==> config.mk <==
export PLATFORM = sky130hd
export DESIGN_NAME = comparator_search_flat
export DESIGN_NICKNAME = d
export VERILOG_FILES = /design/src/rtl/comparator_search_if.sv /design/src/rtl/comparator_search.sv /design/src/flat_wrapper.sv
export SDC_FILE = /design/constraint.sdc
export NUM_CORES = 1
export LEC_CHECK = 0
export CAP_MARGIN = 20
export CORE_MARGIN = 3
export CORE_UTILIZATION = 56
export CTS_CLUSTER_SIZE = 10
export DETAILED_ROUTE_END_ITERATION = 6
export PLACE_DENSITY = 0.8
export SLEW_MARGIN = 0
export SYNTH_ARGS = -nofsm -noshare
export SYNTH_HDL_FRONTEND = slang
export SYNTH_SLANG_ARGS = --single-unit
==> constraint.sdc <==
create_clock -name clk -period 4.14 [get_ports clk]
set_input_delay 1.242 -clock clk [delete_from_list [all_inputs] [get_ports clk]]
set_output_delay 1.242 -clock clk [all_outputs]
set_load 0.005 [all_outputs]
==> src/rtl/comparator_search_if.sv <==
// Handshake and comparator-side bus of the binary-search controller.
// The slave modport is the controller; the master modport is the stimulus/comparator side.
interface comparator_search_if #(
  parameter int WIDTH = 4,
  parameter int CNTW  = 3
);
  logic             start;
  logic             A_grt_B;
  logic             A_less_B;
  logic             A_eq_B;
  logic [WIDTH-1:0] guess;
  logic             busy;
  logic             done;
  logic             found;
  logic             err;
  logic [WIDTH-1:0] result;
  logic [CNTW-1:0]  steps;

  modport master (
    output start, A_grt_B, A_less_B, A_eq_B,
    input  guess, busy, done, found, err, result, steps
  );

  modport slave (
    input  start, A_grt_B, A_less_B, A_eq_B,
    output guess, busy, done, found, err, result, steps
  );
endinterface

==> src/rtl/comparator_search.sv <==
// Binary-search controller: drives guesses into a magnitude comparator and
// converges on the hidden target, reporting value, success and step count.
module comparator_search #(
  parameter int WIDTH = 4,
  parameter int CNTW  = 3
) (
  input  logic                clk,
  input  logic                rst,
  comparator_search_if.slave  bus
);

  typedef enum logic [1:0] {
    S_IDLE   = 2'd0,
    S_SEARCH = 2'd1,
    S_DONE   = 2'd2
  } state_t;

  localparam logic [WIDTH-1:0] ALL_ONES    = {WIDTH{1'b1}};
  localparam logic [WIDTH-1:0] FIRST_GUESS = {1'b0, {(WIDTH-1){1'b1}}};

  state_t           state_q;
  logic [WIDTH-1:0] lo_q;
  logic [WIDTH-1:0] hi_q;
  logic [WIDTH-1:0] guess_q;
  logic             busy_q;
  logic             done_q;
  logic             found_q;
  logic             err_q;
  logic [WIDTH-1:0] result_q;
  logic [CNTW-1:0]  steps_q;

  logic [WIDTH-1:0] hi_dec_d;
  logic [WIDTH-1:0] lo_inc_d;
  logic [WIDTH-1:0] guess_grt_d;
  logic [WIDTH-1:0] guess_less_d;
  logic             onehot_d;

  // Next guesses for both narrowing directions, midpoint taken in WIDTH+1 bits
  always_comb begin
    hi_dec_d     = guess_q - WIDTH'(1);
    lo_inc_d     = guess_q + WIDTH'(1);
    guess_grt_d  = WIDTH'({1'b0, lo_q} + (({1'b0, hi_dec_d} - {1'b0, lo_q}) >> 1));
    guess_less_d = WIDTH'({1'b0, lo_inc_d} + (({1'b0, hi_q} - {1'b0, lo_inc_d}) >> 1));
    case ({bus.A_grt_B, bus.A_less_B, bus.A_eq_B})
      3'b100:  onehot_d = 1'b1;
      3'b010:  onehot_d = 1'b1;
      3'b001:  onehot_d = 1'b1;
      default: onehot_d = 1'b0;
    endcase
  end

  // Search FSM with all outputs registered
  always_ff @(posedge clk or posedge rst) begin
    if (rst) begin
      state_q  <= S_IDLE;
      lo_q     <= {WIDTH{1'b0}};
      hi_q     <= ALL_ONES;
      guess_q  <= {WIDTH{1'b0}};
      busy_q   <= 1'b0;
      done_q   <= 1'b0;
      found_q  <= 1'b0;
      err_q    <= 1'b0;
      result_q <= {WIDTH{1'b0}};
      steps_q  <= {CNTW{1'b0}};
    end else begin
      case (state_q)
        S_IDLE: begin
          done_q <= 1'b0;
          if (bus.start) begin
            lo_q     <= {WIDTH{1'b0}};
            hi_q     <= ALL_ONES;
            guess_q  <= FIRST_GUESS;
            steps_q  <= {CNTW{1'b0}};
            found_q  <= 1'b0;
            err_q    <= 1'b0;
            result_q <= {WIDTH{1'b0}};
            busy_q   <= 1'b1;
            state_q  <= S_SEARCH;
          end else begin
            busy_q  <= 1'b0;
            state_q <= S_IDLE;
          end
        end
        S_SEARCH: begin
          steps_q <= steps_q + CNTW'(1);
          if (!onehot_d) begin
            err_q   <= 1'b1;
            found_q <= 1'b0;
            busy_q  <= 1'b0;
            done_q  <= 1'b1;
            state_q <= S_DONE;
          end else if (bus.A_eq_B) begin
            result_q <= guess_q;
            found_q  <= 1'b1;
            busy_q   <= 1'b0;
            done_q   <= 1'b1;
            state_q  <= S_DONE;
          end else if (bus.A_grt_B) begin
            if (guess_q == lo_q) begin
              found_q <= 1'b0;
              busy_q  <= 1'b0;
              done_q  <= 1'b1;
              state_q <= S_DONE;
            end else begin
              hi_q    <= hi_dec_d;
              guess_q <= guess_grt_d;
            end
          end else begin
            // Only A_less_B remains once the flags are known one-hot
            if (guess_q == hi_q) begin
              found_q <= 1'b0;
              busy_q  <= 1'b0;
              done_q  <= 1'b1;
              state_q <= S_DONE;
            end else begin
              lo_q    <= lo_inc_d;
              guess_q <= guess_less_d;
            end
          end
        end
        S_DONE: begin
          done_q  <= 1'b0;
          busy_q  <= 1'b0;
          state_q <= S_IDLE;
        end
        default: begin
          done_q  <= 1'b0;
          busy_q  <= 1'b0;
          state_q <= S_IDLE;
        end
      endcase
    end
  end

  assign bus.guess  = guess_q;
  assign bus.busy   = busy_q;
  assign bus.done   = done_q;
  assign bus.found  = found_q;
  assign bus.err    = err_q;
  assign bus.result = result_q;
  assign bus.steps  = steps_q;

endmodule

==> src/flat_wrapper.sv <==
// flat-port wrapper written by rule: the top's interface ports become plain ports
module comparator_search_flat 
#(
  parameter int WIDTH = 4,
  parameter int CNTW  = 3
)
  (clk, rst, bus_start, bus_A_grt_B, bus_A_less_B, bus_A_eq_B, bus_guess, bus_busy, bus_done, bus_found, bus_err, bus_result, bus_steps);
  comparator_search_if #(.WIDTH(WIDTH), .CNTW(CNTW)) bus_i ();
  input  logic clk;
  input  logic rst;
  input wire logic [$bits(bus_i.start)-1:0] bus_start;
  input wire logic [$bits(bus_i.A_grt_B)-1:0] bus_A_grt_B;
  input wire logic [$bits(bus_i.A_less_B)-1:0] bus_A_less_B;
  input wire logic [$bits(bus_i.A_eq_B)-1:0] bus_A_eq_B;
  output wire logic [$bits(bus_i.guess)-1:0] bus_guess;
  output wire logic [$bits(bus_i.busy)-1:0] bus_busy;
  output wire logic [$bits(bus_i.done)-1:0] bus_done;
  output wire logic [$bits(bus_i.found)-1:0] bus_found;
  output wire logic [$bits(bus_i.err)-1:0] bus_err;
  output wire logic [$bits(bus_i.result)-1:0] bus_result;
  output wire logic [$bits(bus_i.steps)-1:0] bus_steps;
  assign bus_i.start = bus_start;
  assign bus_i.A_grt_B = bus_A_grt_B;
  assign bus_i.A_less_B = bus_A_less_B;
  assign bus_i.A_eq_B = bus_A_eq_B;
  assign bus_guess = bus_i.guess;
  assign bus_busy = bus_i.busy;
  assign bus_done = bus_i.done;
  assign bus_found = bus_i.found;
  assign bus_err = bus_i.err;
  assign bus_result = bus_i.result;
  assign bus_steps = bus_i.steps;
  comparator_search #(.WIDTH(WIDTH), .CNTW(CNTW)) u_core (.clk(clk), .rst(rst), .bus(bus_i));
endmodule
After elaboration in Yosys (flattened, before gate mapping)
Index checks and enable logic that the tools add are counted.
{ "op_classes": {"n_eq_ne": 19, "addsub": 7, "muxes": 51, "reduce_logical": 11} }
{ "ops": {"columns": ["op", "count"], "rows": [
  ["two-way mux 4 bit", 18],
  ["case mux 4 bit (2 select lines)", 4],
  ["two-way mux 1 bit", 18],
  ["AND reduction 6 bit", 3],
  ["inequality test 2 bit (second input constant)", 8],
  ["two-way mux 2 bit", 5],
  ["inequality test 5 bit (second input constant)", 2],
  ["subtractor 4 x 4 -> 5 bit", 2],
  ["adder 4 bit", 2],
  ["== test 4 bit", 2],
  ["AND reduction 4 bit", 2],
  ["inequality test 3 bit (second input constant)", 2],
  ["case mux 1 bit (2 select lines)", 3],
  ["case mux 3 bit (2 select lines)", 1],
  ["adder 4 x 1 -> 4 bit (second input constant)", 1],
  ["case mux 2 bit (2 select lines)", 1],
  ["AND reduction 2 bit", 2],
  ["subtractor 4 x 1 -> 4 bit (second input constant)", 1],
  ["adder 3 x 1 -> 3 bit (second input constant)", 1],
  ["== test 3 x 1 -> 1 bit (second input constant)", 1],
  ["== test 3 x 2 -> 1 bit (second input constant)", 1],
  ["== test 3 bit (second input constant)", 1],
  ["two-way mux 3 bit", 1],
  ["AND reduction 3 bit", 1],
  ["other kinds (5)", 5]
]} }
{ "totals": {"wordCells": 98, "register_bits": 25} }

Logic depth before layout (Yosys ltp)
Gate-level depths: netlist of the first run.
{ "logic_depth": {"depth_word": 8, "mapped_depth": 14, "mapped_depth_nobuf": 13} }

Worst setup path before layout of the first run
OpenSTA, ideal clock, no wires.
{ "synth_path": {"path_kind": "register to register", "from": "register u_core.guess_q[0], in the netlist u_core.bus.guess[0]", "to": "register u_core.guess_q[3], in the netlist u_core.bus.guess[3]", "stages_incl_launch_ff": 14, "slack_ns": 1.081, "setup_ns": 0.126, "t_required_ns": 4.014, "arrival_ns": 2.933, "cell_sequence": "dfrtp_1 inv_1 ha_1 inv_1 fa_1 xnor2_1 xnor2_1 ha_1 a21o_1 a31oi_1 o32ai_1 a221oi_1 xnor2_1 o21ai_1"} }
{ "synth_via": {"elab_chain_cells": 8} }
{ "synth_rtl": {"columns": ["item", "line_no", "text"], "rows": [
  ["start, declared", "comparator_search.sv:24", "logic [WIDTH-1:0] guess_q;"],
  ["start signal, assigned", "comparator_search.sv:58", "guess_q <= {WIDTH{1'b0}};"],
  ["start signal, assigned", "comparator_search.sv:106", "guess_q <= guess_grt_d;"],
  ["start signal, assigned", "comparator_search.sv:117", "guess_q <= guess_less_d;"],
  ["adder 4 x 1 -> 4 bit or subtractor 4 x 1 -> 4 bit (tied branches)", "comparator_search.sv:41, comparator_search.sv:40", null],
  ["subtractor 4 x 4 -> 5 bit, on equally long branches", "comparator_search.sv:43, comparator_search.sv:42", null],
  ["adder 4 bit, on equally long branches", "comparator_search.sv:43, comparator_search.sv:42", null],
  ["two-way mux 4 bit, on equally long branches", "comparator_search.sv:110, comparator_search.sv:99", null],
  ["two-way mux 4 bit", "comparator_search.sv:98", "end else if (bus.A_grt_B) begin"],
  ["two-way mux 4 bit", "comparator_search.sv:92", "end else if (bus.A_eq_B) begin"],
  ["two-way mux 4 bit", "comparator_search.sv:86", "if (!onehot_d) begin"],
  ["case mux 4 bit (2 select lines)", "comparator_search.sv:66", "case (state_q)"]
]} }
Several ways; a longest one is shown, not always the timed one. The select of a mux whose other input is x is not followed.
A chain may end at the register's enable or synchronous reset.

Worst setup path after layout of the first run
Ends and elaborated chain as after synthesis.

==> flow_metrics.py, run 1 <==
metrics = {
    "setup_path": {
        "cp_cell_sequence": "inv_1, ha_1, inv_1, fa_1, xnor2_1, xnor2_1, ha_1, a21o_1, a31oi_1, o32ai_1, a221oi_1, xnor2_1, o21ai_1",
        "max_stage_delay_ps": 530,
        "crit_required_ps": 4350,
        "worstPathArrival_ps": 3590,
        "worst_path_max_delay_cell": "dfrtp_1",
        "crit_fanout": 9,
        "endpoint_kind": "register",
        "start_kind": "register",
        "crit_type": "reg2reg",
        "crit_path_frequent_cell": "xnor2_1",
    },
    "synthesis": {
        "synthCells": 187,
        "synth_area_mm2": 0.00180,
        "syn_avg_cell_area_um2": 9.61,
        "synth_area_leaders": "dfrtp_1 (26%), ha_1 (10%), xor2_1 (6.8%)",
        "yosys.cell_types.count": 38,
        "synth_edf_count": 0,
        "async_reset_ff_share_pct": 100,
        "seq_area_frac_synth_pct": 32.3,
        "synth_top_area_share_pct": 26.5,
        "synth_most_common_cell": "inv_1",
        "synth_commonest_cells": "inv_1 (20), dfrtp_1 (19), o21ai_0 (17)",
        "syn_nets": 212,
        "ys_ff_latch": 23,
        "yosysTopAreaCell": "dfrtp_1",
        "synthFlopType": "dfrtp_1",
        "ys_warn_count": 0,
    },
    "die": {
        "die_x_um": 62.6,
        "fp.coreArea_mm2": 0.00290,
        "num_rows": 19,
        "die-area_mm2": 0.00392,
        "io_pins": 21,
        "start_util_pct": 61.9,
        "die_y_um": 62.6,
    },
    "placement": {
        "io_buffers": 20,
        "gp_congestion": 0.869,
        "dp.final_hpwl_mm": 2.93,
    },
    "timing": {
        "fin_crit_sh_pct": 81.6,
        "min_period_ps": 3380,
        "hold_viol": 0,
        "fin_skew_ps": 5.92,
        "max_slew_margin_pct": 41.1,
        "max_freq_mhz": 296,
        "tightest_slew_ps": 882,
        "setup_viol": 0,
        "tns_ps": 0,
        "drv_slew": 0,
        "worst_hold_slack_ps": 517,
        "rsz0062_at_grt": "no",
    },
    "grt": {
        "grt_pass1_vias": 1401,
        "grt_overflow": 0,
        "track_usage_pct": 20.6,
        "grt_max_degree": 24,
        "grt_pass1_wl_mm": 6.53,
        "antenna_found_initial": 0,
    },
    "min_path": {
        "hp-class": "reg2reg",
    },
    "routing": {
        "dr.pass1.iters": 4,
        "routed_wl_mm": 3.71,
        "drc": 0,
        "drt.antenna.violating_nets": 0,
        "via_per_inst": 5.53,
        "vias": 1365,
        "post_drt_wl_per_cell_um": 15.0,
        "drtIter0Drc": 89,
    },
    "power_and_ir_drop": {
        "ir_drop_mv": 0.554,
        "power_frac_seq_pct": 24.1,
        "p_clk_share_pct": 6.1,
        "p_sw_share_pct": 47.5,
        "p_int_uw": 909,
        "pwr-share-comb_pct": 69.8,
        "netSwitchingPower_uw": 821,
        "power_density_mw_per_mm2": 851,
        "power.leakage_nw": 0.903,
    },
    "outcome": {
        "status": "finished clean",
    },
    "job": {
        "cap_viol_max_count": 0,
    },
    "clock_tree": {
        "cts_root_buf": "clkbuf_4",
        "cts_tree": "built",
        "ctsResizeCount": 0,
        "ctsHoldBuffers": 0,
        "htree_levels": 1,
        "clkSlewWorstSetupHoldPaths_ps": 130,
        "cts_buffer_depth": 2,
        "insertion_delay_ps": 310,
        "post_cts.repair.setup_buffers": 0,
        "clkSinkCount": 23,
        "numCtsBuffers": 3,
    },
    "final_layout": {
        "antenna_cells": 0,
        "area_growth_pct": 13.2,
        "nNetsFinal": 231,
        "drive_gt1_share_pct": 9.76,
    },
}
## worst max-delay path: cells and delay by family (launching register included)
family | cells | cell delay (ps)
flip-flops | 1 | 530
buffers and inverters | 2 | 300
XOR/XNOR | 3 | 530
adder cells (fa/ha/maj) | 3 | 1040
AO/OA/AOI/OAI | 5 | 850
## routing by layer
layer  up-vias  GRT usage [%]  wire length [um]
li1        670              -                 -
met1       658           27.6              1700
met2        35           36.0              1850
met3         2           4.14               153
met4         0           1.65                10
met5         -              0                 0
## metrics by stage
step                      worst slack (ps)  cells  util, %  power, mW  cell area (um^2)
after floorplan                       1080    187        -       1.32              1800
after global placement                 809    243     69.2       1.59              2010
after detailed placement               757    243     69.2       1.63              2010
after CTS                              766    247     70.1       1.74              2030
after global routing                   587    247     70.1       1.89              2030
final                                  762    247     70.1       1.73              2030
## layout make-up
class / instances / area (um^2)
clock buffers: 4 / 26.3
fillers: 242 / 867
inverters: 20 / 75.1
multi-input cells: 136 / 1080
flip-flops and latches: 23 / 581
well taps: 42 / 52.6
repair buffers: 22 / 215
## state kept, by name, summed over array words and instances (netlist names)
signal / count
u_core.bus.busy: 1
u_core.bus.done: 1
u_core.bus.err: 1
u_core.bus.found: 1
u_core.bus.guess: 4
u_core.bus.result: 4
u_core.bus.steps: 3
u_core.hi_q: 4
u_core.lo_q: 4
## layout by cell type (no fill, tap or decap), types with 2 or more instances in the layout
master,n
o41ai_4,2
nand3_1,8
a21oi_1,7
ha_1,15
nor3_1,2
nor2b_1,2
o21ai_0,17
dfstp_2,4
dfrtp_1,19
nand2_1,12
a21oi_4,3
clkbuf_4,3
xor2_1,14
fa_1,4
a21o_1,4
o211ai_1,2
clkdlybuf4s50_1,20
xnor2_1,10
buf_4,2
and2_1,2
nor2_1,13
inv_1,20
a31oi_1,3
nand2b_1,2
## final timing paths
kind,from,end,slack (ps),depth (start not counted)
max,u_core.bus.guess[0]$_DFFE_PP0P_,u_core.bus.guess[3]$_DFFE_PP0P_,760,13
min,u_core.hi_q[0]$_DFFE_PP1P_,u_core.hi_q[0]$_DFFE_PP1P_,520,2
max reg2reg,u_core.bus.guess[0]$_DFFE_PP0P_,u_core.bus.guess[3]$_DFFE_PP0P_,760,13
min reg2reg,u_core.hi_q[0]$_DFFE_PP1P_,u_core.hi_q[0]$_DFFE_PP1P_,520,2
max in group asynchronous,rst,u_core.bus.found$_DFFE_PP0P_,2180,2
min in group asynchronous,rst,u_core.bus.guess[3]$_DFFE_PP0P_,1420,2
## power by group through the flow
stage	logic, mW	registers [mW]	clock network [mW]
5_1_grt	1.35	0.430	0.117
6_report	1.21	0.417	0.105
3_5_place_dp	1.20	0.421	0
3_3_place_gp	1.17	0.416	0
4_1_cts	1.22	0.417	0.109
2_1_floorplan	0.945	0.373	0
## cells by family after synthesis
group / after synthesis / share of synthesized area [%]
compound gates: 46 / 20.0
mux: 1 / 0.627
buf+inv: 28 / 7.38
simple gates: 44 / 11.6
xor+xnor: 25 / 12.6
fa+ha+maj: 20 / 15.5
flops: 23 / 32.3
Note: power is estimated with default switching activity, not from simulation.
==> run 2, diff against run 1 <==
- CORE_UTILIZATION: 56 -> 50
- PLACE_DENSITY: 0.8 -> 0.75
- clock period: 4.14 -> 2.8 ns (I/O delays scaled with it)
==> flow_metrics.py, run 2 (same netlist as run 1, synthesis figures left out) <==
metrics = {
    "final_layout": {
        "stdcell_count": 262,
        "drive_gt1_share_pct": 20.4,
        "fillers": 269,
        "antenna_cells": 0,
        "layout.cells.most_common": "clkdlybuf4s50_1",
        "area_growth_pct": 20.8,
        "finalInstanceArea_mm2": 0.00217,
        "postLayoutCoreUtil_pct": 64.0,
        "final_cell_mix": "clkdlybuf4s50_1 (20), dfrtp_1 (18), inv_1 (16), o21ai_0 (16), xor2_1 (14)",
        "nNetsFinal": 242,
    },
    "timing": {
        "setup_viol": 1,
        "hold_viol": 0,
        "rsz0062_at_grt": "yes",
        "tns_ps": -109,
        "min_period_ps": 2910,
        "fin_ws_ps": -109,
        "max_freq_mhz": 344,
        "fin_skew_ps": 8.68,
        "max_slew_margin_pct": 52.3,
        "drv_slew": 0,
        "fin_crit_sh_pct": 104,
        "tightest_slew_ps": 714,
    },
    "clock_tree": {
        "insertion_delay_ps": 330,
        "cts_root_buf": "clkbuf_4",
        "clkSinkCount": 23,
        "cts_tree": "built",
        "numCtsBuffers": 3,
        "htree_levels": 1,
        "cts_buffer_depth": 2,
        "clkSlewWorstSetupHoldPaths_ps": 140,
    },
    "min_path": {
        "hold_depth": 2,
        "hp-class": "reg2reg",
        "min_from": "u_core.hi_q[0]$_DFFE_PP1P_",
        "holdPathEnd": "u_core.hi_q[0]$_DFFE_PP1P_",
    },
    "die": {
        "fp.coreArea_mm2": 0.00339,
        "num_rows": 21,
        "die_y_um": 65.9,
        "start_util_pct": 53.0,
        "io_pins": 21,
        "die_x_um": 65.9,
        "die-area_mm2": 0.00435,
    },
    "routing": {
        "dr.pass1.iters": 4,
        "drt.antenna.violating_nets": 0,
        "vias": 1472,
        "routed_wl_mm": 4.11,
        "drc": 0,
        "post_drt_wl_per_cell_um": 15.7,
        "drtIter0Drc": 68,
        "via_per_inst": 5.62,
    },
    "setup_path": {
        "crit_buf_inv": 2,
        "r2r_cells": 13,
        "max_stage_delay_ps": 420,
        "endpoint_kind": "register",
        "crit_required_ps": 3030,
        "worst_path_max_delay_cell": "dfrtp_1",
        "rr_startpoint": "u_core.bus.guess[1]$_DFFE_PP0P_",
        "worstPathArrival_ps": 3140,
        "start_kind": "register",
        "critical_path.top_delay_family": "adder cells",
        "r2r-end": "u_core.bus.guess[3]$_DFFE_PP0P_",
        "reg2reg_setup_slack_ps": -110,
        "crit_fanout": 3,
        "cp_cell_sequence": "inv_4, ha_4, inv_4, fa_2, xnor2_2, xnor2_2, ha_1, a21o_1, a31oi_1, o32ai_1, a221oi_1, xnor2_1, o21ai_1",
        "crit_type": "reg2reg",
    },
    "placement": {
        "dp.final_hpwl_mm": 3.20,
        "gp_congestion": 0.876,
        "place_inst": 255,
        "place_area_mm2": 0.00210,
        "io_buffers": 20,
    },
    "power_and_ir_drop": {
        "power.leakage_nw": 0.967,
        "ir_drop_mv": 0.658,
        "power_density_mw_per_mm2": 1290,
    },
    "grt": {
        "track_usage_pct": 20.8,
        "grt_pass1_vias": 1505,
        "grt_max_degree": 15,
        "antenna_found_initial": 0,
        "grt_pass1_wl_mm": 6.92,
        "grt_overflow": 0,
    },
    "outcome": {
        "failed_checks": "negative setup slack",
        "status": "finished with violations",
    },
    "job": {
        "cap_viol_max_count": 0,
    },
}
## run 2: layer usage
layer  vias up  track usage (%)  wire [um]
li1        691                -          -
met1       724             24.8       1730
met2        46             36.4       2080
met3        11             4.42        214
met4         0             7.87         87
met5         -                0          0
## run 2: worst register-to-register path: stages (launching register included)
cell	delay, ps
dfrtp_1	420
inv_4	50
ha_4	270
inv_4	40
fa_2	380
xnor2_2	160
xnor2_2	150
ha_1	280
a21o_1	180
a31oi_1	210
o32ai_1	130
a221oi_1	320
xnor2_1	160
o21ai_1	70
## run 2: where the power goes
| group | leakage, nW | total [mW] | internal (mW) | switching [mW] |
|---|---|---|---|---|
| Combinational | 0.666 | 2.04 | 0.970 | 1.07 |
| Clock | 0.0177 | 0.166 | 0.0537 | 0.112 |
| Sequential | 0.283 | 0.599 | 0.462 | 0.137 |
| Total | 0.967 | 2.80 | 1.49 | 1.32 |
## run 2: layout make-up
type	count	area, um^2	area share, %
Sequential cell	23	582	26.8
Tap cell	46	57.6	2.65
Clock inverter	1	5.00	0.231
Timing Repair Buffer	33	298	13.7
Clock buffer	3	22.5	1.04
Multi-Input combinational cell	136	1130	51.9
Inverter	20	80.1	3.69
## run 2: timing repair
action | in CTS | in global routing
pin swaps | 3 | 12
resized for setup | 0 | 6
hold buffers | 0 | 0
setup endpoints to repair | 1 | 2
setup buffers | 0 | 3
## run 2: worst max path at each step
| stage | startpoint | to | slack (ps) | cells past startpoint |
|---|---|---|---|---|
| after floorplan | u_core.bus.guess[1]$_DFFE_PP0P_ | u_core.bus.guess[3]$_DFFE_PP0P_ | -40 | 14 |
| after global placement | u_core.bus.guess[0]$_DFFE_PP0P_ | u_core.bus.guess[3]$_DFFE_PP0P_ | 30 | 13 |
| after detailed placement | u_core.bus.guess[0]$_DFFE_PP0P_ | u_core.bus.guess[3]$_DFFE_PP0P_ | -110 | 13 |
| after CTS | u_core.bus.guess[0]$_DFFE_PP0P_ | u_core.bus.guess[3]$_DFFE_PP0P_ | -80 | 13 |
| after global routing | u_core.bus.guess[1]$_DFFE_PP0P_ | u_core.bus.guess[3]$_DFFE_PP0P_ | -230 | 13 |
| final | u_core.bus.guess[1]$_DFFE_PP0P_ | u_core.bus.guess[3]$_DFFE_PP0P_ | -110 | 13 |
## run 2: through the flow
| step | setup slack, ps | hold slack [ps] | power [mW] |
|---|---|---|---|
| 2_1_floorplan | -38.7 | 481 | 1.98 |
| 3_3_place_gp | 34.3 | 494 | 2.40 |
| 3_5_place_dp | -115 | 492 | 2.50 |
| 4_1_cts | -79.9 | 512 | 2.68 |
| 5_1_grt | -235 | 581 | 3.04 |
| 6_report | -109 | 512 | 2.80 |
==> run 3, diff against run 2 <==
- ABC_CLOCK_PERIOD_IN_PS: unset -> 2800
==> results of run 3 <==
No change in the layout: final DEF, timing and power equal those of run 2.
